<file path="src/rtl/park_pkg.sv">
// park_pkg: shared widths, default capacities and hour boundaries for the car park tracker
package park_pkg;
  localparam int CNT_W = 10;
  localparam int TOTAL_CAP = 700;
  localparam int FREE_DAY = 200;
  localparam int FREE_NIGHT = 500;
  localparam int FREE_STEP = 50;
  localparam logic [4:0] HOUR_DAY = 5'd8;
  localparam logic [4:0] HOUR_STEP = 5'd13;
  localparam logic [4:0] HOUR_NIGHT = 5'd16;
  typedef logic [CNT_W-1:0] cnt_t;
endpackage

</file>
<file path="src/rtl/park_capacity.sv">
// park_capacity: combinational hour-of-day to public/university capacity decoder
module park_capacity
  import park_pkg::*;
#(
  parameter int TOTAL_CAP = park_pkg::TOTAL_CAP,
  parameter int FREE_DAY = park_pkg::FREE_DAY,
  parameter int FREE_NIGHT = park_pkg::FREE_NIGHT,
  parameter int FREE_STEP = park_pkg::FREE_STEP
) (
  input  logic [4:0]       hour,
  output logic [CNT_W-1:0] free_cap,
  output logic [CNT_W-1:0] uni_cap
);
  always_comb begin
    free_cap = (hour < HOUR_DAY || hour >= HOUR_NIGHT) ? cnt_t'(FREE_NIGHT) :
               (hour < HOUR_STEP) ? cnt_t'(FREE_DAY) :
               cnt_t'(FREE_DAY) + cnt_t'(FREE_STEP) * (cnt_t'(hour) - cnt_t'(HOUR_STEP - 5'd1));
    uni_cap = cnt_t'(TOTAL_CAP) - free_cap;
  end
endmodule

</file>
<file path="src/rtl/park_controller.sv">
// park_controller: edge-detected entry/exit counting and vacancy reporting for university and public pools
module park_controller
  import park_pkg::*;
#(
  parameter int TOTAL_CAP = park_pkg::TOTAL_CAP,
  parameter int FREE_DAY = park_pkg::FREE_DAY,
  parameter int FREE_NIGHT = park_pkg::FREE_NIGHT,
  parameter int FREE_STEP = park_pkg::FREE_STEP
) (
  input  logic             clk,
  input  logic             rst,
  input  logic             car_entered,
  input  logic             is_uni_car_entered,
  input  logic             car_exited,
  input  logic             is_uni_car_exited,
  input  logic [4:0]       hour,
  output logic [CNT_W-1:0] uni_parked_car,
  output logic [CNT_W-1:0] parked_car,
  output logic [CNT_W-1:0] uni_vacated_space,
  output logic [CNT_W-1:0] vacated_space,
  output logic             uni_is_vacated_space,
  output logic             is_vacated_space,
  output logic             parking_is_vacated_space
);
  logic prev_in, prev_out;
  cnt_t free_cap, uni_cap, total_free, uni_room, pub_room;
  logic [CNT_W:0] total_sum;
  logic ent_uni, ent_pub, ext_uni, ext_pub;
  park_capacity #(
    .TOTAL_CAP(TOTAL_CAP), .FREE_DAY(FREE_DAY), .FREE_NIGHT(FREE_NIGHT), .FREE_STEP(FREE_STEP)
  ) u_cap (
    .hour(hour), .free_cap(free_cap), .uni_cap(uni_cap)
  );
  always_comb begin
    total_sum = {1'b0, uni_parked_car} + {1'b0, parked_car};
    total_free = cnt_t'((CNT_W+1)'(TOTAL_CAP) - total_sum);
    uni_room = (uni_cap > uni_parked_car) ? uni_cap - uni_parked_car : '0;
    pub_room = (free_cap > parked_car) ? free_cap - parked_car : '0;
    uni_vacated_space = (uni_room < total_free) ? uni_room : total_free;
    vacated_space = (pub_room < total_free) ? pub_room : total_free;
    uni_is_vacated_space = uni_vacated_space != '0;
    is_vacated_space = vacated_space != '0;
    parking_is_vacated_space = uni_is_vacated_space | is_vacated_space;
    ent_uni = car_entered & ~prev_in & is_uni_car_entered & uni_is_vacated_space;
    ent_pub = car_entered & ~prev_in & ~is_uni_car_entered & is_vacated_space;
    ext_uni = car_exited & ~prev_out & is_uni_car_exited & (uni_parked_car != '0);
    ext_pub = car_exited & ~prev_out & ~is_uni_car_exited & (parked_car != '0);
  end
  always_ff @(posedge clk) begin
    if (rst) begin
      prev_in <= 1'b1;
      prev_out <= 1'b1;
      uni_parked_car <= '0;
      parked_car <= '0;
    end else begin
      prev_in <= car_entered;
      prev_out <= car_exited;
      uni_parked_car <= uni_parked_car + cnt_t'(ent_uni) - cnt_t'(ext_uni);
      parked_car <= parked_car + cnt_t'(ent_pub) - cnt_t'(ext_pub);
    end
  end
endmodule

</file>
<file path="config.mk">
export PLATFORM = sky130hd
export DESIGN_NAME = park_controller
export DESIGN_NICKNAME = d
export VERILOG_FILES = /design/src/rtl/park_pkg.sv /design/src/rtl/park_capacity.sv /design/src/rtl/park_controller.sv
export SDC_FILE = /design/constraint.sdc
export NUM_CORES = 1
export LEC_CHECK = 0
export BUFFER_PORTS_ARGS = -buffer_cell sky130_fd_sc_hd__buf_2
export CORE_MARGIN = 5
export CORE_UTILIZATION = 40
export CTS_CLUSTER_SIZE = 28
export DETAILED_ROUTE_END_ITERATION = 8
export PLACE_DENSITY_LB_ADDON = 0.1
export REMOVE_ABC_BUFFERS = 1
export SLEW_MARGIN = 20
export SYNTH_ARGS = -nofsm -noshare
export SYNTH_HDL_FRONTEND = slang
export SYNTH_SLANG_ARGS = --single-unit
</file>
<file path="constraint.sdc">
create_clock -name clk -period 8.03 [get_ports clk]
set_input_delay 1.2045 -clock clk [delete_from_list [all_inputs] [get_ports clk]]
set_output_delay 1.2045 -clock clk [all_outputs]
set_load 0.01 [all_outputs]
</file>
# Word-level counts from Yosys, hierarchy flattened
# Index checks and enable logic that the tools add are counted.
[classes]
n_addsub = 11
mul = 1
n_lt_le_gt_ge = 7
mux = 6
n_bitwise = 15
reduce_logical = 5
[op_table]
columns = ["op", "n"]
rows = [
  ["2-to-1 mux 10 bit", 6],
  ["nonzero test 10 bit", 4],
  ["adder 10 x 1 -> 10 bit", 2],
  ["> comparator 10 bit", 2],
  ["less-than comparator 10 bit", 2],
  ["subtractor 10 x 1 -> 10 bit", 2],
  ["subtractor 10 bit", 2],
  ["subtractor 10 bit, first input constant", 2],
  ["adder 10 bit", 1],
  ["adder 8 x 10 -> 10 bit, first input constant", 1],
  ["AND 1 bit", 10],
  ["less-than comparator 5 x 4 -> 1 bit, second input constant", 2],
  ["multiplier 5 x 10 -> 9 bit, first input constant", 1],
  ["subtractor 5 x 4 -> 6 bit, second input constant", 1],
  [">= comparator 5 bit, second input constant", 1],
  ["NOT 1 bit", 4],
  ["logical OR 1 bit", 1],
  ["OR 1 bit", 1],
]
[word_totals]
regBits = 22
input_bits = 11

# Logic depth before layout (Yosys ltp)
[depth]
depth_word = 14
ltp_mapped = 38
ltp_nobuf = 38

# Cells and area by module
# From an unflattened synthesis, not the netlist that was laid out.
[unflattened]
cells_unflattened = 554
area_unflattened_um2 = 4468.0
[modules_own_cells]
columns = ["module", "n_inst", "cells_each", "area_each_um2"]
rows = [
  ["park_controller", 1, 458, 3659.8],
  ["park_capacity", 1, 96, 808.3],
]

# Worst setup path after synthesis
# OpenSTA, ideal clock, no wires.
[synth_timing]
kind = "input to register"
from = "input hour[2]"
to = "register parked_car[9]"
setup_time_ns = 0.126
arrival_time_ns = 8.467
path_slack_ns = -0.563
path_stages = 35
n_path_buf = 1
path_cell_list = "ha_1 -> xnor2_1 -> ha_1 -> ha_1 -> fa_1 -> ha_1 -> xnor2_1 -> xor2_1 -> o21ai_0 -> ha_1 -> clkbuf_1 -> o21ai_0 -> o21bai_1 -> o211a_1 -> and2_1 -> mux2i_1 -> inv_1 -> ha_1 -> nand4_1 -> nor2_1 -> a221o_1 -> a41oi_1 -> o21ai_1 -> mux2_2 -> o31ai_1 -> ha_1 -> inv_1 -> ha_1 -> a21o_1 -> a21oi_1 -> o21bai_1 -> a2111oi_0 -> o41ai_1 -> xor2_1 -> nor2_1"
[synth_via]
elab_chain_len = 13
word_cells_on_any_way = 18
cone_classes = "add/sub: 5; mul: 1; order compare: 5; mux: 4; bitwise: 1; reduce/logical: 2"
[synth_rtl]
columns = ["element", "line", "text"]
rows = [
  ["start, declared", "park_controller.sv:16", "input logic [4:0] hour,"],
  ["subtractor 5 x 4 -> 6 bit", "park_capacity.sv:17", "cnt_t'(FREE_DAY) + cnt_t'(FREE_STEP) * (cnt_t'(hour) - cnt_t'(HOUR_STEP - 5'd1));"],
  ["multiplier 5 x 10 -> 9 bit", "park_capacity.sv:17", ""],
  ["adder 8 x 10 -> 10 bit", "park_capacity.sv:17", ""],
  ["2-to-1 mux 10 bit", "park_capacity.sv:16", "(hour < HOUR_STEP) ? cnt_t'(FREE_DAY) :"],
  ["2-to-1 mux 10 bit (*)", "park_capacity.sv:15", "free_cap = (hour < HOUR_DAY || hour >= HOUR_NIGHT) ? cnt_t'(FREE_NIGHT) :"],
  ["subtractor 10 bit / > comparator 10 bit (equally long branches)", "park_controller.sv:38", "pub_room = (free_cap > parked_car) ? free_cap - parked_car : '0;"],
  ["2-to-1 mux 10 bit (*)", "park_controller.sv:38", ""],
  ["less-than comparator 10 bit", "park_controller.sv:40", "vacated_space = (pub_room < total_free) ? pub_room : total_free;"],
  ["2-to-1 mux 10 bit (*)", "park_controller.sv:40", ""],
  ["nonzero test 10 bit (*)", "park_controller.sv:42", "is_vacated_space = vacated_space != '0;"],
  ["AND 1 bit (*)", "park_controller.sv:45", "ent_pub = car_entered & ~prev_in & ~is_uni_car_entered & is_vacated_space;"],
  ["adder 10 x 1 -> 10 bit (*)", "park_controller.sv:59", "parked_car <= parked_car + cnt_t'(ent_pub) - cnt_t'(ext_pub);"],
  ["subtractor 10 x 1 -> 10 bit (*)", "park_controller.sv:59", ""],
  ["end signal, assigned", "park_controller.sv:59", ""],
  ["end, declared", "park_controller.sv:18", "output logic [CNT_W-1:0] parked_car,"],
]
# Every way passes the cells marked *; elsewhere a longest branch is shown, timed or not.
# A chain may end at the register's enable or synchronous reset.

# Worst setup path after layout
[layout_timing]
from = "input hour[2]"
to = "register uni_parked_car[9]"
[layout_via]
elab_chain_len = 14
word_cells_on_any_way = 19
cone_classes = "add/sub: 6; mul: 1; order compare: 5; mux: 4; bitwise: 1; reduce/logical: 2"
[layout_rtl]
columns = ["element", "line", "text"]
rows = [
  ["subtractor 5 x 4 -> 6 bit", "park_capacity.sv:17", ""],
  ["multiplier 5 x 10 -> 9 bit", "park_capacity.sv:17", ""],
  ["adder 8 x 10 -> 10 bit", "park_capacity.sv:17", ""],
  ["2-to-1 mux 10 bit", "park_capacity.sv:16", ""],
  ["2-to-1 mux 10 bit (*)", "park_capacity.sv:15", ""],
  ["subtractor 10 bit (*)", "park_capacity.sv:18", "uni_cap = cnt_t'(TOTAL_CAP) - free_cap;"],
  ["subtractor 10 bit / > comparator 10 bit (equally long branches)", "park_controller.sv:37", "uni_room = (uni_cap > uni_parked_car) ? uni_cap - uni_parked_car : '0;"],
  ["2-to-1 mux 10 bit (*)", "park_controller.sv:37", ""],
  ["less-than comparator 10 bit", "park_controller.sv:39", "uni_vacated_space = (uni_room < total_free) ? uni_room : total_free;"],
  ["2-to-1 mux 10 bit (*)", "park_controller.sv:39", ""],
  ["nonzero test 10 bit (*)", "park_controller.sv:41", "uni_is_vacated_space = uni_vacated_space != '0;"],
  ["AND 1 bit (*)", "park_controller.sv:44", "ent_uni = car_entered & ~prev_in & is_uni_car_entered & uni_is_vacated_space;"],
  ["adder 10 x 1 -> 10 bit (*)", "park_controller.sv:58", "uni_parked_car <= uni_parked_car + cnt_t'(ent_uni) - cnt_t'(ext_uni);"],
  ["subtractor 10 x 1 -> 10 bit (*)", "park_controller.sv:58", ""],
  ["end signal, assigned", "park_controller.sv:58", ""],
  ["end, declared", "park_controller.sv:17", "output logic [CNT_W-1:0] uni_parked_car,"],
]
# Marked as above.

==> run summary <==
Setup slack on the critical path of the routed design comes to -247 ps. The final weighted congestion of routability-driven global placement is between 0.9 and 1. Of the total synthesized cell area, the portion taken by AND, OR, NAND and NOR gates is 0.190.

The clock reaches the later pin of the worst-skew pair after roughly 260 ps. For this run, the slowest stage of the critical path takes 580 ps. The xor and xnor area share after synthesis is 0.0972. The die extent in x is 117 um. The number of optimization iterations in the first detailed-route pass is 4.

The number of global-route vias before repair came out at approximately 4800. The share of post-route cells with drive strength above 1 came out at 0.389. The count of inserted antenna diode cells is 0.

The distinct cell type count of the synthesized netlist is 59. The floorplan has 39 rows. For this design, the sink count on the clock tree is 22.

The area taken by flip-flops and latches is around 440 um^2. The vertical die dimension is between 100 and 150 um. Clock tree synthesis inserted a total of 3 buffers. The flow ran to the end, but the final reports show violations. The share of synthesized area spent on multiplexers came out at 0.0387. Using the TritonRoute via totals, the vias-per-cell ratio works out to around 5.4. The total overflow left after global routing is 0. The endpoint arrival time on the critical path is ~8400 ps. The slowest stage of the critical path is the sky130_fd_sc_hd__fa_1 cell. STA puts the critical path data required time at around 8200 ps. The final-stage net count came out at a little under 900. The number of hold-slack violations in the final timing report is 0. The growth of design area from synthesis to finish is 47.5%.

Setup violations remaining at the end of the flow were counted as 17. In the final layout, the multi-input gates occupy between 4000 and 5000 um^2. The initial detailed-routing violation count came out at 170.

The most prevalent standard cell on the critical path is sky130_fd_sc_hd__ha_4. The top cell types in the final layout, fill and taps aside, are 112 x sky130_fd_sc_hd__buf_4, 77 x sky130_fd_sc_hd__ha_1, 59 x sky130_fd_sc_hd__inv_1. The worst setup skew after layout is 4.79 ps. The smallest hold slack is around 800 ps. Synthesis produced 585 cells.

For this design, the CTS-stage hold fixing added 0 buffers. The critical path launch point type is a primary input. The max-slew headroom at the worst pin is 0.431.

The HPWL after detailed placement came out at about 12000 um. The clock period minus final worst setup slack is between 8000 and 9000 ps. The core box area is 11300 um^2.

In this run the count of I/O pins placed on the die edge is 54. By area, the combinational part of the netlist is dominated by adder cells. The residual DRC count is 0.

Setup repair after global routing could not meet its margin everywhere. The largest net degree at the start of global routing came out at 23. Leaving out fill and tap cells, the most frequent cell in the layout is sky130_fd_sc_hd__buf_4. The register bit count reported by yosys came out at 22. The number of violations of the max-capacitance limit came out at 0.

The post-synthesis instance area is 4590 um^2. The final period utilization came out at 1.03. The final reports fail on setup timing. The total count of max-transition violations in the final report came out at 0. In this run the number of H-tree levels came out at 1. The share of synthesized flip-flops with an asynchronous set or reset came out at 0. The die footprint came out at 13700 um^2. The top achievable clock speed came out at about 0.12 GHz.

The compound-cell area share of the yosys netlist is 0.204. The starting utilization of the core area is 0.406. The wire length of the first global-routing pass came out at between 20000 and 25000 um. For this run, the register share of the synthesized area comes to 0.0959. The count of buffer and inverter cells on the critical path is 6. The predominant post-synthesis flop cell is sky130_fd_sc_hd__dfxtp_1.

The number of flops mapped to enable cells by yosys came out at 0. The combined global-route utilization of all metal layers is 0.212. The clock passes through at most 2 buffers.

The number of synthesis warnings came out at 0. The element type at the critical path end is a flop. The initial antenna violation count came out at 0.

The CTS tree is yes. After clock tree synthesis, the clock-pin slew on the worst setup and hold paths is approximately 70 ps. At the pin with the least slew margin, the transition time is approximately 850 ps. The number of nets with antenna violations after detailed routing is 0. The worst hold path belongs to the class flop to flop. The total detailed-routing wirelength came out at approximately 15000 um. Of the total synthesized cell area, the portion taken by full adders, half adders and majority gates is 0.313. The total of buffers placed on input and output ports is 53. The fill cell total of the finished layout is roughly 1000. The number of vias in the routed layout came out at 4829. The class of the most critical setup path is primary input to flop.

The largest driver fanout on the critical path is 7. The clock root buffer is sky130_fd_sc_hd__clkbuf_16. The mean post-synth cell area is about 7.9 um^2. The wire length per cell came out at 16.3 um. The gate family responsible for the most delay along the worst path is adder cells.
-- cell families (layout without fill, tap and decap cells) --
group / after synthesis / in the layout
compound gates: 140 / 140
xor+xnor: 51 / 51
fa+ha+maj: 110 / 110
buf+inv: 74 / 242
mux: 17 / 17
flops: 22 / 22
simple gates: 171 / 171
-- path summary, 6_finish.rpt --
| path | startpoint | end | slack (ps) | cells past startpoint |
|---|---|---|---|---|
| max reg2reg | uni_parked_car[0] | parked_car[9] | 1580 | 30 |
| max | hour[2] | uni_parked_car[9] | -250 | 39 |
| min reg2reg | parked_car[9] | parked_car[9] | 810 | 4 |
| min | parked_car[9] | parked_car[9] | 810 | 4 |
-- registers in the layout (all words and copies together), names as in the netlist --
name,cells
parked_car,10
prev_in,1
prev_out,1
uni_parked_car,10
-- cells in the mapped netlist, types with 3 or more instances --
cell                        instances  share of area
sky130_fd_sc_hd__o21bai_1           9          0.015
sky130_fd_sc_hd__a31oi_1            3         0.0041
sky130_fd_sc_hd__mux2i_1           11          0.024
sky130_fd_sc_hd__o211ai_1           5         0.0082
sky130_fd_sc_hd__a41oi_1            3         0.0057
sky130_fd_sc_hd__nand3_1            9         0.0098
sky130_fd_sc_hd__clkbuf_1           6         0.0049
sky130_fd_sc_hd__mux2_2             6          0.015
sky130_fd_sc_hd__xor2_1            20          0.038
sky130_fd_sc_hd__o41ai_1            3         0.0057
sky130_fd_sc_hd__a311oi_1           4         0.0076
sky130_fd_sc_hd__nand2b_1          11          0.015
sky130_fd_sc_hd__a211oi_1           4         0.0065
sky130_fd_sc_hd__and3_1             8          0.011
sky130_fd_sc_hd__ha_1             102           0.28
sky130_fd_sc_hd__inv_1             65          0.053
sky130_fd_sc_hd__o21ai_0           23          0.025
sky130_fd_sc_hd__nor2b_1            8          0.011
sky130_fd_sc_hd__nor2_1            55          0.045
sky130_fd_sc_hd__a2111oi_0          4         0.0076
sky130_fd_sc_hd__nor3_1            10          0.011
sky130_fd_sc_hd__nand4_1            8          0.011
sky130_fd_sc_hd__fa_1               8          0.035
sky130_fd_sc_hd__and2_1            10          0.014
sky130_fd_sc_hd__a21o_1            14          0.023
sky130_fd_sc_hd__o31ai_1            3         0.0049
sky130_fd_sc_hd__nor4_1             3         0.0041
sky130_fd_sc_hd__xnor2_1           31          0.059
sky130_fd_sc_hd__or3_1              6         0.0082
sky130_fd_sc_hd__a21oi_1           46          0.050
sky130_fd_sc_hd__nand2_1           25          0.020
sky130_fd_sc_hd__or2_2              4         0.0054
sky130_fd_sc_hd__dfxtp_1           22          0.096
sky130_fd_sc_hd__and4_1             3         0.0057
-- tightest hold or removal path, stage by stage (launching register included) --
cell and delay (ps):
sky130_fd_sc_hd__dfxtp_1 350, sky130_fd_sc_hd__inv_1 140, sky130_fd_sc_hd__ha_1 150, sky130_fd_sc_hd__xor2_1 60, sky130_fd_sc_hd__nor2_1 80
-- per-stage QoR --
step / instance area, um^2 / instances / setup slack [ps] / util / TNS, ps
4_1_cts: 6270 / 881 / -88.7 / 0.553 / -353
5_1_grt: 6780 / 896 / -572 / 0.598 / -8000
3_3_place_gp: 5700 / 865 / -993 / 0.503 / -10190
2_1_floorplan: 4550 / 576 / -680 / - / -5450
6_report: 6780 / 896 / -247 / 0.598 / -1840
3_5_place_dp: 5700 / 865 / -1180 / 0.503 / -18870
-- routing by layer --
metal / up-vias / track usage / share of wire
met2: 100 / 0.389 / 0.51
met1: 2280 / 0.265 / 0.43
met3: 26 / 0.0211 / 0.036
li1: 2423 / - / -
met4: 0 / 0.0520 / 0.024
met5: - / 0 / 0
-- layout make-up --
class | count | area share
clock buffer | 3 | 0.0111
clock inverter | 1 | 0.00443
inverter | 65 | 0.0371
multi-input combinational | 489 | 0.673
sequential | 22 | 0.0650
tap | 143 | 0.0264
timing repair buffer | 173 | 0.183
-- timing repair --
action | in CTS | in global routing
endpoints found under the setup margin | 39 | 24
resized for setup | 76 | 71
pin swaps | 60 | 60
setup buffers | 13 | 15
Power is left out: the tool's default activity adds up to more than one toggle a clock period on the data nets, which glitch-free logic cannot reach.
